### src/rtl/riscv_wb_chk_fifo.sv
// Circular expectation queue for riscv_wb_checker. Pointers carry one extra
// wrap bit so that full and empty are distinguishable when the indices match.
module riscv_wb_chk_fifo #(
   parameter int DEPTH = 16,
   parameter int WIDTH = 37
) (
   input  logic                   clk,
   input  logic                   reset,
   input  logic                   push,
   input  logic                   pop,
   input  logic [WIDTH-1:0]       wdata,
   output logic [WIDTH-1:0]       rdata,
   output logic                   full,
   output logic                   empty,
   output logic [$clog2(DEPTH):0] level
);

   localparam int AW = $clog2(DEPTH);

   logic [AW:0]      wr_ptr;
   logic [AW:0]      rd_ptr;
   logic [WIDTH-1:0] mem [DEPTH];
   logic             do_push;
   logic             do_pop;

   assign do_push = push && !full;
   assign do_pop  = pop && !empty;
   assign empty   = (wr_ptr == rd_ptr);
   assign full    = (wr_ptr[AW] != rd_ptr[AW]) && (wr_ptr[AW-1:0] == rd_ptr[AW-1:0]);
   assign level   = wr_ptr - rd_ptr;
   assign rdata   = mem[rd_ptr[AW-1:0]];

   // Pointer update; reset discards every queued entry at once.
   always_ff @(posedge clk or posedge reset) begin
      if (reset) begin
         wr_ptr <= '0;
         rd_ptr <= '0;
      end else begin
         if (do_push) wr_ptr <= wr_ptr + 1'b1;
         if (do_pop)  rd_ptr <= rd_ptr + 1'b1;
      end
   end

   // Storage write; contents need no reset because the pointers gate visibility.
   always_ff @(posedge clk) begin
      if (do_push) mem[wr_ptr[AW-1:0]] <= wdata;
   end

endmodule

### config.mk
export PLATFORM = sky130hd
export DESIGN_NAME = riscv_wb_chk_fifo
export DESIGN_NICKNAME = d
export VERILOG_FILES = /design/src/rtl/riscv_wb_chk_fifo.sv
export SDC_FILE = /design/constraint.sdc
export NUM_CORES = 1
export LEC_CHECK = 0
export CAP_MARGIN = 5
export CORE_MARGIN = 2
export CORE_UTILIZATION = 55
export CTS_CLUSTER_DIAMETER = 200
export CTS_CLUSTER_SIZE = 12
export DETAILED_ROUTE_END_ITERATION = 16
export HOLD_SLACK_MARGIN = 0.12
export PLACE_DENSITY = 0.87
export SYNTH_ARGS = -nofsm -noshare
export SYNTH_HDL_FRONTEND = slang
export SYNTH_SLANG_ARGS = --single-unit
### constraint.sdc
create_clock -name clk -period 4.8 [get_ports clk]
set_clock_uncertainty 0.05 [all_clocks]
set_input_delay 1.2 -clock clk [delete_from_list [all_inputs] [get_ports clk]]
set_output_delay 1.2 -clock clk [all_outputs]
set_load 0.005 [all_outputs]
Word level (Yosys, flattened, before mapping). Memory sizes are Yosys's and may differ from the RTL's. Cells that the tools add are included.

Memories: 1. Output and inout bits: 44. Memory bits (writable): 592. Input port bits: 41. Bits in registers: 10.

Memories: mem (words 16, bits a word 37, rd ports 1, clocked after memory_dff 0, write ports 1, line 22) `logic [WIDTH-1:0] mem [DEPTH];`.

Reductions and logical operators: 5. $add $sub $neg: 3. Eq/ne operators: 3. Multiplexer cells: 2.

Operator list (count): $add 5x1->5 const B (2); $eq 5x5->1 (1); $sub 5x5->5 (1); $eq 4x4->1 (1); $logic_and 1x1->1 (3); $logic_not 1->1 (2); $mux 1 (2); $ne 1x1->1 (1).

Longest topological paths before layout.
Depth after elaboration: 6. Depth in mapped cells: 10. Gate-level depth less buffers: 7.

Least setup slack after synthesis. No wires, ideal clock.

Path type: register to register. Start point: register rd_ptr[2]. End point: memory mem[3][0], enable pin. Data arrival time: 4.405 ns. Cell stages (with the launch flop): 10. Required time: 4.273 ns. Clock period less this slack: 4.932 ns. Slack: -0.132 ns. Library setup time: 0.477 ns. Path buffers: 3. Cells stage by stage: dfrtp_1 -> inv_1 -> clkbuf_1 -> clkbuf_1 -> ha_1 -> nand4_1 -> o21a_1 -> buf_2 -> nand2_1 -> nor3_1.

Word-level cells in the longest chain between the ends: 6.

Ends and longest elaborated chain: from (decl) (line 21) `logic [AW:0] rd_ptr;`; from (signal assigned) (line 40) `if (do_pop) rd_ptr <= rd_ptr + 1'b1;`; $eq 4x4->1 (line 29) `assign full = (wr_ptr[AW] != rd_ptr[AW]) && (wr_ptr[AW-1:0] == rd_ptr[AW-1:0]);`; $logic_and 1x1->1 (line 29); $logic_not 1->1 (line 26) `assign do_push = push && !full;`; $logic_and 1x1->1 (line 26); $mux 1 (line 46) `if (do_push) mem[wr_ptr[AW-1:0]] <= wdata;`; $mux 1 (not written as such) (line 46); to (decl) (line 22).

No other way between the ends.

Final worst setup path.
Start point: register rd_ptr[0]. End point: output rdata[27].

Word-level cells in the longest chain between the ends: 1.

Ends and longest elaborated chain: $mem_v2 16x37; to (decl) (line 12) `output logic [WIDTH-1:0] rdata,`.

No other way between the ends.

==> results.py <==
metrics = {
    "final_layout": {
        "drive_gt1_share_pct": 18.8,
        "area_growth_pct": 14.1,
        "nNetsFinal": 1234,
        "final_cell_mix": "592 x edfxtp_1, 111 x mux2i_1, 111 x mux4_2, 84 x clkdlybuf4s50_1, 57 x clkbuf_16",
        "post-route-util_pct": 63.4,
        "layout_commonest_cell": "edfxtp_1",
        "diodes": 0,
        "final_area_um2": 26500,
    },
    "floorplan": {
        "dieArea_um2": 43900,
        "die_y_um": 210,
        "die_w_um": 210,
        "placementRows": 75,
        "fp.coreArea_um2": 41900,
        "pin_count": 85,
        "start_util_pct": 55.6,
    },
    "sta": {
        "post-route-min-period_ps": 4490,
        "relSlewSlack_pct": 31.6,
        "worstMarginPinSlew_ps": 1030,
        "fmax_mhz": 223,
        "setup_tns_ps": 0,
        "holdWs_ps": 456,
        "finalHoldViolations": 0,
        "finalCritPeriodShare_pct": 93.6,
        "drv_slew": 0,
        "rsz0062_at_grt": "false",
        "finalSetupViolCount": 0,
    },
    "setup_path": {
        "rr_startpoint": "rd_ptr[3]",
        "reg2reg_depth": 7,
        "worstSetupStartpointType": "flip-flop",
        "required_ps": 3550,
        "setup.worst_path.start": "rd_ptr[0]",
        "crit_fanout": 35,
        "worstPathArrival_ps": 3240,
        "reg2reg_to": "mem[0][19]",
        "crit_end": "rdata[27]",
        "crit_type": "flip-flop to output port",
        "cp-end-kind": "output port",
        "r2r_slack_ps": 1280,
    },
    "global_route": {
        "antenna_found_initial": 2,
        "grt_remaining_overflow": 0,
        "grt_usage_pct": 23.5,
        "grt_first_pass_wirelength_um": 74700,
        "grt_max_degree": 86,
        "grt_pass1_vias": 11871,
    },
    "synth": {
        "ys_seq_area_share_pct": 77.5,
        "syn_nets": 1122,
        "synth_area_per_cell_um2": 21.7,
        "ys_seq_elements": 602,
        "netlist_area_um2": 23300,
        "syn_inst": 1071,
        "synth_cell_types": 31,
        "ys_warn_count": 0,
    },
    "cts": {
        "h-tree-depth": 2,
        "clock_sink_count": 602,
        "clockRootBuffer": "clkbuf_16",
        "clk_latency_ps": 590,
        "cts_inserted_buffers": 56,
        "clk_path_buf_depth": 3,
        "ctsResizeCount": 0,
        "clk_pin_slew_ps": 60,
        "cts_tree": "built",
        "holdBufCountCts": 0,
        "post_cts_buffers": 0,
    },
    "routing": {
        "wirelength_um": 50400,
        "drc": 0,
        "first_iter_violations": 1228,
        "via_count": 11400,
        "wl_per_cell_um": 29.1,
        "dr.pass1.iters": 5,
        "viasPerCell": 6.58,
        "ant_nets": 0,
    },
    "power_and_ir_drop": {
        "vdd_ir_drop_max_uv": 455,
        "swShare_pct": 30.5,
        "power_frac_seq_pct": 41.9,
        "powerDensity_nw_per_um2": 595,
        "p_sw_mw": 4.80,
        "pwr-share-comb_pct": 33.6,
        "clockPowerShare_pct": 24.5,
        "p_leak_nw": 8.44,
        "intPower_mw": 11.0,
        "fin_total_pwr_mw": 15.8,
    },
    "placement": {
        "gp_congestion": 0.751,
        "post-dp-hpwl_um": 26200,
        "placed_cell_area_um2": 25000,
        "port-buffer-count": 84,
    },
    "flow_run": {
        "cap_violations": 0,
    },
    "run_status": {
        "run_status": "finished, final reports clean",
    },
    "worst_hold_path": {
        "hold_path_depth": 1,
        "min_path_type": "flip-flop to flip-flop",
    },
}
[power groups by stage]
stage	Combinational [mW]	Clock (mW)	Sequential, mW
floorplan	3.29	0	6.56
global placement	5.16	0	6.67
detailed placement	5.28	0	6.71
CTS	5.35	3.92	6.62
global route	5.62	4.10	6.66
finish	5.30	3.86	6.61
[worst min path at each step]
| stage | start | to |
|---|---|---|
| finish | rd_ptr[4] | rd_ptr[4] |
| global route | rd_ptr[4] | rd_ptr[4] |
| CTS | rd_ptr[4] | rd_ptr[4] |
| detailed placement | rd_ptr[4] | rd_ptr[4] |
| global placement | rd_ptr[4] | rd_ptr[4] |
| floorplan | rd_ptr[4] | rd_ptr[4] |
[cells by family (layout without fill, tap and decap cells)]
| logic type | after synthesis | in the layout | synth area share (%) |
|---|---|---|---|
| xor+xnor | 12 | 12 | 0.452 |
| fa+ha+maj | 10 | 10 | 0.570 |
| buf+inv | 70 | 193 | 1.59 |
| mux | 222 | 222 | 15.5 |
| simple gates | 36 | 36 | 0.726 |
| flops | 602 | 602 | 77.5 |
| compound gates | 119 | 119 | 3.60 |
[cell usage after synthesis]
master | number | area share, %
and2_1 | 2 | 0.054
nand4_1 | 4 | 0.11
o21a_1 | 1 | 0.032
xor2_1 | 2 | 0.075
and4_1 | 1 | 0.038
a32oi_1 | 37 | 1.4
nor2b_1 | 1 | 0.027
buf_2 | 28 | 0.60
clkbuf_1 | 18 | 0.29
o21ai_0 | 2 | 0.043
nand3_1 | 1 | 0.022
mux4_2 | 111 | 11
edfxtp_1 | 592 | 76
a22oi_1 | 37 | 1.2
a21oi_1 | 2 | 0.043
ha_1 | 9 | 0.48
buf_4 | 5 | 0.16
xnor2_1 | 10 | 0.38
a21o_1 | 2 | 0.065
fa_1 | 1 | 0.086
nor2_1 | 13 | 0.21
nand2_1 | 8 | 0.13
inv_1 | 9 | 0.15
o21ai_1 | 37 | 0.80
mux2i_1 | 111 | 4.8
buf_1 | 3 | 0.048
a21boi_1 | 1 | 0.032
dfrtp_1 | 10 | 1.1
nand2b_1 | 2 | 0.054
nor3_1 | 4 | 0.086
buf_6 | 7 | 0.34
[critical path, cell delays in order, from the launching register on]
cell	delay (ps)
dfrtp_4	570
buf_4	590
mux4_2	600
a32oi_1	210
o21ai_1	120
clkdlybuf4s50_1	480
[per-layer routing]
layer,GRT usage (%),share of wire [%],up-vias
met2,40.0,52,653
met1,30.6,36,5921
li1,-,-,4704
met5,0,0.064,-
met4,9.64,3.3,4
met3,3.85,8.5,118
[layout make-up]
cell class / count / area [um2]
well taps: 539 / 674
flip-flops and latches: 602 / 18000
repair buffers: 115 / 1260
clock inverters: 3 / 57.6
clock buffers: 66 / 1460
fillers: 2655 / 15300
multi-input cells: 399 / 5000
inverters: 9 / 33.8
[flip-flops by register name (all words and copies together), names as in the netlist]
name and flops:
rd_ptr 5, wr_ptr 5, mem 592
[through the flow]
step,cells,setup slack [ps]
after floorplan,1071,859
after global placement,1664,978
after detailed placement,1664,908
after CTS,1733,234
after global routing,1733,106
final,1733,307
No activity file was read; power rests on OpenSTA's default activity.
